==> config.mk <==
export PLATFORM = sky130hd
export DESIGN_NAME = unidad_busqueda
export DESIGN_NICKNAME = d
export VERILOG_FILES = /design/src/rtl/unidad_busqueda.sv
export SDC_FILE = /design/constraint.sdc
export NUM_CORES = 1
export LEC_CHECK = 0
export ABC_AREA = 1
export BUFFER_PORTS_ARGS = -buffer_cell sky130_fd_sc_hd__buf_2
export CAP_MARGIN = 20
export CELL_PAD_IN_SITES_DETAIL_PLACEMENT = 1
export CELL_PAD_IN_SITES_GLOBAL_PLACEMENT = 1
export CORE_MARGIN = 3
export CORE_UTILIZATION = 35
export DETAILED_ROUTE_END_ITERATION = 8
export PLACE_DENSITY = 0.81
export SLEW_MARGIN = 10
export SYNTH_ARGS = -nofsm -noshare
export SYNTH_HDL_FRONTEND = slang
export SYNTH_SLANG_ARGS = --single-unit
==> constraint.sdc <==
create_clock -name clk -period 6.6 [get_ports clk]
set_input_delay 0.66 -clock clk [delete_from_list [all_inputs] [get_ports clk]]
set_output_delay 0.66 -clock clk [all_outputs]
set_load 0.005 [all_outputs]
==> src/rtl/unidad_busqueda.sv <==
// -----------------------------------------------------------------------------
// unidad_busqueda: instruction-fetch unit and PC register for the MIPS32 path.
//
// Issues word-aligned requests to instruction memory, hands fetched words to
// decode, holds one extra word while decode is stalled, and redirects the PC
// on taken branches or jumps resolved in execute.
//
// Ports
//   clk, rst_n            clock (rising edge), asynchronous active-low reset
//   SaltoCond, zero       conditional branch in execute and its ALU zero flag
//   Salto                 unconditional jump in execute (wins over a branch)
//   pc_salto_base         PC+4 of the branch/jump instruction
//   desp_salto            sign-extended branch offset, in words
//   dir_salto             26-bit jump target field
//   detener               decode stall: hold instr / instr_valida
//   imem_req, imem_dir    fetch request and word-aligned fetch address
//   imem_ack, imem_dato   request accepted; instruction word valid this cycle
//   instr, instr_valida   instruction presented to decode and its valid flag
//   pc_mas4               PC+4 of instr
//   ocupado               high while discarding a flushed fetch or buffering
// -----------------------------------------------------------------------------
module unidad_busqueda #(
  parameter int                   ANCHO_DIR = 32,
  parameter logic [ANCHO_DIR-1:0] PC_RESET  = '0
) (
  input  logic                 clk,
  input  logic                 rst_n,
  input  logic                 SaltoCond,
  input  logic                 zero,
  input  logic                 Salto,
  input  logic [ANCHO_DIR-1:0] pc_salto_base,
  input  logic [ANCHO_DIR-1:0] desp_salto,
  input  logic [25:0]          dir_salto,
  input  logic                 detener,
  output logic                 imem_req,
  output logic [ANCHO_DIR-1:0] imem_dir,
  input  logic                 imem_ack,
  input  logic [31:0]          imem_dato,
  output logic [31:0]          instr,
  output logic                 instr_valida,
  output logic [ANCHO_DIR-1:0] pc_mas4,
  output logic                 ocupado
);

  typedef enum logic [1:0] {
    INICIO,    // one idle cycle after reset
    BUSCA,     // request outstanding at imem_dir
    DESCARTE,  // redirected with a request in flight: wait for it, drop it
    LLENO      // decode stalled and the spare word is held in the buffer
  } estado_t;

  estado_t              estado;
  logic [ANCHO_DIR-1:0] pc;        // address of the next word to deliver
  logic [ANCHO_DIR-1:0] pc_sig;
  logic                 redirigir;
  logic [ANCHO_DIR-1:0] destino_rama;
  logic [ANCHO_DIR-1:0] destino_salto;
  logic [ANCHO_DIR-1:0] destino;
  logic                 entrega;   // accepted word goes straight to decode
  logic                 cargar_buffer;

  // Single-entry buffer. Whether it holds anything is implied by state LLENO.
  logic [31:0]          buf_instr;
  logic [ANCHO_DIR-1:0] buf_pc4;

  assign pc_sig        = pc + ANCHO_DIR'(4);
  assign redirigir     = Salto | (SaltoCond & zero);
  assign destino_rama  = pc_salto_base + (desp_salto << 2);
  assign destino_salto = {pc_salto_base[ANCHO_DIR-1:28], dir_salto, 2'b00};

  always_comb begin
    // NOTE: every signal written here gets a default first, so no path can
    // leave it unassigned and infer a latch.
    destino = destino_rama;
    if (Salto) destino = destino_salto;
    destino[1:0] = 2'b00;
  end

  // While the word in decode is stalled, the incoming word is parked in the
  // buffer; an empty (invalid) decode slot can simply be overwritten.
  assign entrega       = imem_ack & (~detener | ~instr_valida);
  assign cargar_buffer = (estado == BUSCA) & ~redirigir & imem_ack &
                         detener & instr_valida;

  // NOTE: the buffer data is deliberately not reset; it is only read in
  // LLENO, which can only be entered after it has been written.
  always_ff @(posedge clk) begin
    if (cargar_buffer) begin
      buf_instr <= imem_dato;
      buf_pc4   <= pc_sig;
    end
  end

  // NOTE: all state below uses non-blocking assignments so every register
  // samples the values from before this clock edge.
  always_ff @(posedge clk or negedge rst_n) begin
    if (!rst_n) begin
      estado       <= INICIO;
      pc           <= {PC_RESET[ANCHO_DIR-1:2], 2'b00};
      imem_req     <= 1'b0;
      imem_dir     <= '0;
      instr        <= '0;
      instr_valida <= 1'b0;
      pc_mas4      <= '0;
      ocupado      <= 1'b0;
    end else begin
      case (estado)
        INICIO: begin
          estado   <= BUSCA;
          imem_req <= 1'b1;
          if (redirigir) begin
            pc       <= destino;
            imem_dir <= destino;
          end else begin
            imem_dir <= pc;
          end
        end

        BUSCA: begin
          if (redirigir) begin
            pc           <= destino;
            instr_valida <= 1'b0;
            if (imem_ack) begin
              // The returning word is younger than the redirect: drop it.
              imem_dir <= destino;
            end else begin
              // Address must stay stable until the old request is accepted.
              estado  <= DESCARTE;
              ocupado <= 1'b1;
            end
          end else if (entrega) begin
            instr        <= imem_dato;
            pc_mas4      <= pc_sig;
            instr_valida <= 1'b1;
            pc           <= pc_sig;
            imem_dir     <= pc_sig;
          end else if (imem_ack) begin
            // Stalled with a valid word in decode: park the new one.
            pc       <= pc_sig;
            imem_req <= 1'b0;
            estado   <= LLENO;
            ocupado  <= 1'b1;
          end else if (!detener) begin
            instr_valida <= 1'b0;
          end
        end

        DESCARTE: begin
          if (redirigir) pc <= destino;
          if (imem_ack) begin
            estado   <= BUSCA;
            ocupado  <= 1'b0;
            imem_dir <= redirigir ? destino : pc;
          end
        end

        LLENO: begin
          if (redirigir) begin
            pc           <= destino;
            imem_dir     <= destino;
            imem_req     <= 1'b1;
            instr_valida <= 1'b0;
            estado       <= BUSCA;
            ocupado      <= 1'b0;
          end else if (!detener) begin
            instr        <= buf_instr;
            pc_mas4      <= buf_pc4;
            instr_valida <= 1'b1;
            imem_dir     <= pc;
            imem_req     <= 1'b1;
            estado       <= BUSCA;
            ocupado      <= 1'b0;
          end
        end

        default: begin
          estado   <= INICIO;
          imem_req <= 1'b0;
          ocupado  <= 1'b0;
        end
      endcase
    end
  end

endmodule

; Word level (Yosys, flattened, before mapping)
; Index checks and enable logic that the tools add are counted.
[word_totals]
regBits = 197
inputBits = 129
output_inout_bits = 99
elab_cells = 101
[op_classes]
n_addsub = 2
n_eq_ne = 19
muxes = 48
bitwise = 11
reduce_logical = 11
[op_table]
columns = op, count
row1 = $mux W32, 18
row2 = $pmux W32 S2, 3
row3 = $pmux W32 S4, 1
row4 = $add A32 B3 Y32 const B, 1
row5 = $add A32 B32 Y32, 1
row6 = $ne A3 B3 Y1 const B, 6
row7 = $mux W1, 15
row8 = $reduce_and A5 Y1, 3
row9 = $mux W2, 7
row10 = $ne A2 B2 Y1 const B, 7
row11 = $ne A4 B4 Y1 const B, 3
row12 = $pmux W2 S4, 1
row13 = $reduce_and A4 Y1, 2
row14 = $and A1 B1 Y1, 6
row15 = $pmux W1 S3, 2
row16 = $reduce_and A6 Y1, 1
row17 = $reduce_bool A3 Y1, 2
row18 = $eq A2 B2 Y1 const B, 2
row19 = $not A1 Y1, 3
row20 = $reduce_or A3 Y1, 1
row21 = $eq A2 B1 Y1 const B, 1
row22 = $logic_not A2 Y1, 1
row23 = $or A1 B1 Y1, 2
row24 = $pmux W1 S2, 1
row25 = $reduce_bool A2 Y1, 1

; Logic depth before layout (Yosys ltp)
; Gate-level depths: netlist (run 1).
[depth]
ltp_word = 7
ltp_mapped = 15
ltp_nobuf = 15

; Worst setup path before layout (run 1)
; Ideal clock, no wire load.
[synth_path]
path_type = input-to-reg
startpoint = in SaltoCond
endpoint = reg buf_instr[0] (enable)
setup_ps = 488
arrival_ps = 3734
t_required_ps = 6112
slack_ps = 2379
stages = 3
n_path_buf = 0
path_cell_list = a21oi_1 -> nand2_1 -> nor2_1
[synth_between]
elab_chain_len = 7
[synth_rtl]
columns = element, line_no
row1 = from (decl), 28  ; input logic SaltoCond,
row2 = $and A1 B1 Y1, 67  ; assign redirigir = Salto | (SaltoCond & zero);
row3 = $or A1 B1 Y1, 67
row4 = $not A1 Y1, 82  ; assign cargar_buffer = (estado == BUSCA) & ~redirigir & imem_ack &
row5 = $and A1 B1 Y1 (3 in a row), 82
row6 = $and A1 B1 Y1, 83  ; detener & instr_valida;
row7 = net cargar_buffer, 60  ; logic cargar_buffer;
row8 = to (signal assigned), 89  ; buf_instr <= imem_dato;
row9 = to (decl), 63  ; logic [31:0] buf_instr;
; The timed path passes the listed nets, and every way through them passes these cells.
; A chain may end at the register's enable or synchronous reset.

; Final worst setup path (run 1)
[layout_path]
startpoint = reg estado[1]
endpoint = reg buf_pc4[8] (enable)
[layout_between]
elab_chain_len = 5
[layout_rtl]
columns = element, line_no
row1 = from (decl), 52  ; estado_t estado;
row2 = from (signal assigned), 98  ; estado <= INICIO;
row3 = from (signal assigned), 109  ; estado <= BUSCA;
row4 = from (signal assigned), 128  ; estado <= DESCARTE;
row5 = $eq A2 B1 Y1, 82
row6 = $and A1 B1 Y1 (3 in a row), 82
row7 = $and A1 B1 Y1, 83
row8 = net cargar_buffer, 60
row9 = to (signal assigned), 90  ; buf_pc4 <= pc_sig;
row10 = to (decl), 64  ; logic [ANCHO_DIR-1:0] buf_pc4;
; The timed path passes the listed nets, and every way through them passes these cells.

==> metrics.cfg, run 1 <==
[clock_tree]
hold_buffers=0
clock_sinks=197
cts.htree.levels=4
postCtsSetupBuffers=0
clock_latency_ns=0.43
numCtsBuffers=17
cts_root_buffer=clkbuf_16
path_clk_slew_ns=0.07
clk_path_buf_depth=2
post_cts_resized=0
cts_tree=yes

[sta]
finClkSkew_ns=0.0143
setup_slack_ns=3.27
drv_slew=0
finalCritPeriodShare_pct=50.5
tightest_slew_ns=0.985
slew-limit-headroom_pct=34.3
hold_violations=0
max_freq_mhz=300
tns_ns=0
rsz0062_at_grt=no
period_needed_ns=3.33
finalSetupViolations=0

[flow_run]
cap_violations=0

[synth]
yosysTopAreaCell=dfrtp_1
syn_avg_cell_area_um2=7.39
synth_nets=1703
synth_seq_cells=197
syn_area_um2=11400
netlist_top_cells_area=dfrtp_1 29%, nand2_1 19%, edfxtp_1 17%
synth_warnings=0
yosysSeqAreaShare_pct=46.1
synth_top_area_share_pct=29.2
synth_cell_types=39
syn_inst=1543

[drt]
met2_length_um=17200
drt_wl_total_um=36400
vias_per_cell=4.99
route.met3.wl_um=1940
num_vias=10900
dr.max_layer_used=met4
dr.pass1.iters=4
post-route-drc-count=0
initialDrtViolationCount=524
drt-wirelength-per-cell_um=16.7
ant_nets=0
wl_met1_um=16700

[setup_path]
endpoint_kind=flop
max_stage_delay_ns=0.70
crit_path_frequent_cell=nor2_4
critPathKind=flop to flop
cp-start-kind=flop
worstPathRequired_ns=6.67
arrival_ns=3.40
cp_max_fo=48
cpMaxStageDelayCell=nor2_4
crit_chain=nor2_4, inv_2, nor2_1, nand2_1, nor2_4, buf_4

[pwr]
p_leak_nw=6.80
p_per_area_nw_per_um2=383
vdd_ir_drop_max_mv=0.204

[finish]
final_common_cell=nand2_1
n_fill_cell=4083
nets=1899
fin_area_um2=13500
layout-drive-gt1-share_pct=16.8
diodes=0
final_cell_mix=576 x nand2_1, 222 x buf_2, 157 x inv_1, 138 x nor2_1, 133 x dfrtp_1
fin_util_pct=42.5
syn_to_final_growth_pct=18.5

[global_routing]
grt_max_degree=74
grt_antenna_before_repair=0
grt_use_total_pct=20.9
grt_pass1_vias=11300
grt-ovfl-total=0
grt_pass1_wl_um=59400

[min_path]
hold_class=input port to asynchronous set/reset pin

[placement]
dp_hpwl_um=27700
gp_congestion=0.872
pre_cts_ws_ns=3.09
dpl_cell_area_um2=12900
io_buffer_count=223

[floorplanning]
die_w_um=186
initial_core_util_pct=35.8
core_um2=31800
row_count=65
io-pin-count=228
die_area_um2=34800
die_h_um=186

[run_status]
status=finished clean

metal layers:
layer  track usage [%]  up-vias
li1                  -     5342
met1              28.4     5262
met2              34.9      265
met3              3.63       36
met4              5.00        0
met5                 0        -
synth_stat cells (all sizes together):
cell      n
nand2   578
inv     164
nor2    144
dfrtp   133
a21oi    96
nand3    89
o21ai    68
edfxtp   64
a31oi    41
buf      31
ha       30
clkbuf   27
xor2     22
nor3     17
nand4     6
or2       6
o21bai    5
xnor2     4
and2      3
nor3b     3
o211ai    3
o31ai     3
a21o      2
a211oi    1
a311oi    1
fa        1
nor4      1
power by group:
part	internal [mW]	switching [mW]
combinational	0.721	1.41
clock	0.609	0.491
sequential	1.67	0.275
sequential cells by signal, summed over array words and instances, names as in the netlist, 2 cells and up:
signal     flops
estado         2
pc_mas4       32
buf_instr     32
buf_pc4       32
instr         32
pc            32
imem_dir      32
per-stage QoR:
stage	hold slack, ns	cells	power [mW]
6_report	0.208	2187	5.17
3_5_place_dp	0.465	2154	4.10
3_3_place_gp	0.460	2153	3.98
4_1_cts	0.213	2186	5.22
5_1_grt	0.234	2187	5.61
2_1_floorplan	0.364	1543	3.22
final timing paths:
check                                        start  slack (ns)                      end  depth (start not counted)
hold / removal                               rst_n        0.21    instr[30]$_DFFE_PN0P_                          1
min in group clk                     imem_dato[29]        0.42  buf_instr[29]$_DFFE_PP_                          1
hold reg to reg            imem_dir[2]$_DFFE_PN0P_        0.47  imem_dir[2]$_DFFE_PN0P_                          2
max in group asynchronous                    rst_n        4.96        pc[9]$_DFFE_PN0P_                          2
setup reg to reg             estado[1]$_DFFE_PN0P_        3.27     buf_pc4[8]$_DFFE_PP_                          6
setup / recovery             estado[1]$_DFFE_PN0P_        3.27     buf_pc4[8]$_DFFE_PP_                          6
cells by family (layout without fill, tap and decap cells):
group	after synthesis	count (layout)	synth area share (%)
simple gates	847	847	30.0
compound gates	220	220	10.5
xor+xnor	26	26	2.00
buf+inv	222	431	8.00
fa+ha+maj	31	31	3.47
flops	197	197	46.1
critical path, delay by kind of cell (launching register included):
family	cells	cell delay (ns)
buf+inv	2	1.02
flops	1	0.44
simple gates	4	1.47
cell type report:
class / instances / area [µm²] / area share [%]
flip-flops and latches: 197 / 5250 / 38.9
clock inverters: 15 / 196 / 1.45
inverters: 164 / 617 / 4.56
repair buffers: 235 / 1230 / 9.12
multi-input cells: 1124 / 5250 / 38.8
clock buffers: 17 / 425 / 3.15
well taps: 435 / 544 / 4.03
No activity file was read; power rests on OpenSTA's default activity.
==> run 2, diff against run 1 <==
clock period = 3.3 ns   (was 6.6 ns; I/O delays follow)
==> metrics.cfg, run 2 (synthesis gave the netlist of run 1 again) <==
[global_routing]
grtUsageMet3_pct=2.61  ; was 3.63%
grt.busiest_layer=met2  ; unchanged
grt_util_met2_pct=34.9  ; about the same
grt_pass1_wl_um=58900  ; was 59,400 µm
grt_antenna_before_repair=0  ; unchanged
grt_use_total_pct=20.8  ; was 20.9%
use_met1_pct=28.5  ; was 28.4%
grt-ovfl-total=0  ; unchanged
grt_pass1_vias=11200  ; was 11,300
grt_max_degree=75  ; was 74

[flow_run]
cap_violations=0  ; unchanged

[sta]
finalCritPeriodShare_pct=75.0  ; was 50.5%
finClkSkew_ns=0.0108  ; was 0.0143 ns
drv_slew=0  ; unchanged
tightest_slew_ns=0.983  ; was 0.985 ns
tns_ns=0  ; unchanged
rsz0062_at_grt=no  ; unchanged
slew-limit-headroom_pct=34.4  ; was 34.3%
finalSetupViolations=0  ; unchanged
max_freq_mhz=404  ; was 300 MHz
period_needed_ns=2.48  ; was 3.33 ns
hold_violations=0  ; unchanged

[pwr]
p_leak_nw=6.83  ; was 6.80 nW
p_per_area_nw_per_um2=758  ; was 383 nW/µm²
vdd_ir_drop_max_mv=0.418  ; was 0.204 mV

[setup_path]
reg2reg_depth=9  ; was 6
cp-start-kind=flop  ; unchanged
critPathKind=flop to flop  ; unchanged
r2r_slack_ns=0.82  ; was 3.27 ns
worstPathRequired_ns=3.60  ; was 6.67 ns
r2r-start=estado[1]$_DFFE_PN0P_  ; unchanged
critPathLaunch=estado[1]$_DFFE_PN0P_  ; unchanged
arrival_ns=2.77  ; was 3.40 ns
r2r_end=imem_dir[5]$_DFFE_PN0P_  ; was buf_pc4[8]$_DFFE_PP_
endpoint_kind=flop  ; unchanged
cp-endpoint=imem_dir[5]$_DFFE_PN0P_  ; was buf_pc4[8]$_DFFE_PP_
cp_max_fo=37  ; was 48

[drt]
num_vias=10800  ; was 10,900
dr.pass1.iters=4  ; unchanged
vias_per_cell=4.92  ; was 4.99
ant_nets=0  ; unchanged
drt_wl_total_um=36700  ; was 36,400 µm
initialDrtViolationCount=474  ; was 524
post-route-drc-count=0  ; unchanged
drt-wirelength-per-cell_um=16.7  ; about the same

[clock_tree]
path_clk_slew_ns=0.08  ; was 0.07 ns
clock_latency_ns=0.44  ; was 0.43 ns
cts_tree=yes  ; unchanged
clock_sinks=197  ; unchanged
postCtsSetupBuffers=0  ; unchanged
cts.htree.levels=4  ; unchanged
clk_path_buf_depth=2  ; unchanged
numCtsBuffers=17  ; unchanged
cts_root_buffer=clkbuf_16  ; unchanged
post_cts_resized=0  ; unchanged

[placement]
io_buffer_count=223  ; unchanged
gp_congestion=0.886  ; was 0.872
dp_hpwl_um=28100  ; was 27,700 µm

[min_path]
hold_class=input port to flop  ; was input port to asynchronous set/reset pin

[finish]
n_fill_cell=4010  ; was 4,083
final_common_cell=nand2_1  ; unchanged
seq_area_um2=5250  ; unchanged
layout-drive-gt1-share_pct=17.0  ; was 16.8%
final_cell_mix=576 x nand2_1, 222 x buf_2, 157 x inv_1, 138 x nor2_1, 133 x dfrtp_1  ; unchanged
syn_to_final_growth_pct=19.0  ; was 18.5%
nets=1905  ; was 1,899
multi_input_area_um2=5250  ; unchanged
fin_util_pct=42.7  ; was 42.5%
diodes=0  ; unchanged

[floorplanning]
io-pin-count=228  ; unchanged
initial_core_util_pct=35.8  ; unchanged
core_um2=31800  ; unchanged
row_count=65  ; unchanged
die_w_um=186  ; unchanged
die_area_um2=34800  ; unchanged
die_h_um=186  ; unchanged

[run_status]
status=finished clean  ; unchanged

[run 2: changes by cell type in the layout (fill, tap and decap cells not counted), sizes merged]
cell,before,now
clkinvlp,2,0
clkinv,6,7
dlygate4sd3,0,1
inv,168,171
buf,235,240
bufinv,3,1
[run 2: layer usage]
layer	vias to the layer above	routed length, µm	part of all wire [%]
li1	5361	-	-
met1	5138	17600	48
met2	241	17000	46
met3	54	1300	3.5
met4	0	709	1.9
met5	-	0	0
[run 2: worst min-delay path by stage]
stage / startpoint / to / slack [ns] / cells after the start
detailed placement: rst_n / instr[28]$_DFFE_PN0P_ / 0.34 / 1
CTS: imem_dato[28] / buf_instr[28]$_DFFE_PP_ / 0.06 / 1
floorplan: rst_n / estado[0]$_DFFE_PN0P_ / 0.03 / 0
global route: imem_dato[26] / buf_instr[26]$_DFFE_PP_ / 0.06 / 1
global placement: rst_n / instr[29]$_DFFE_PN0P_ / 0.34 / 1
finish: imem_dato[26] / buf_instr[26]$_DFFE_PP_ / 0.08 / 1
[run 2: worst max-delay path: stages, from the launching register on]
cell and delay (ns):
dfrtp_1 0.45, nor2_4 0.47, inv_2 0.15, nor2_1 0.11
nand2_1 0.11, inv_1 0.15, nor3_4 0.08, buf_8 0.18
inv_2 0.44, o21ai_0 0.20
[run 2: power breakdown]
part | leakage, nW | switching, mW | internal (mW)
clock | 0.292 | 1.02 | 1.08
sequential | 2.13 | 0.591 | 3.34
combinational | 4.41 | 2.77 | 1.47
total | 6.83 | 4.38 | 5.89
[run 2: cell type report]
class | count | share of cell area, %
Clock inverter | 15 | 1.20
Timing Repair Buffer | 241 | 9.71
Tap cell | 435 | 4.01
Multi-Input combinational cell | 1124 | 38.7
Inverter | 164 | 4.55
Clock buffer | 17 | 3.14
Sequential cell | 197 | 38.7
[run 2: timing repair]
action	CTS	global route
endpoints found under the setup margin	0	0
endpoints found under the hold margin	59	0
hold buffers	1	0
[run 2: metrics by stage]
stage,instance area [µm²],worst slack [ns],instances,hold slack [ns],total power [mW]
after CTS,13500,0.375,2192,0.0574,10.3
after detailed placement,13000,0.410,2159,0.343,8.20
after global routing,13600,0.600,2193,0.0566,11.1
after floorplan,11400,0.359,1543,0.0344,6.45
final,13600,0.825,2193,0.0769,10.3
after global placement,12900,0.561,2158,0.336,7.99
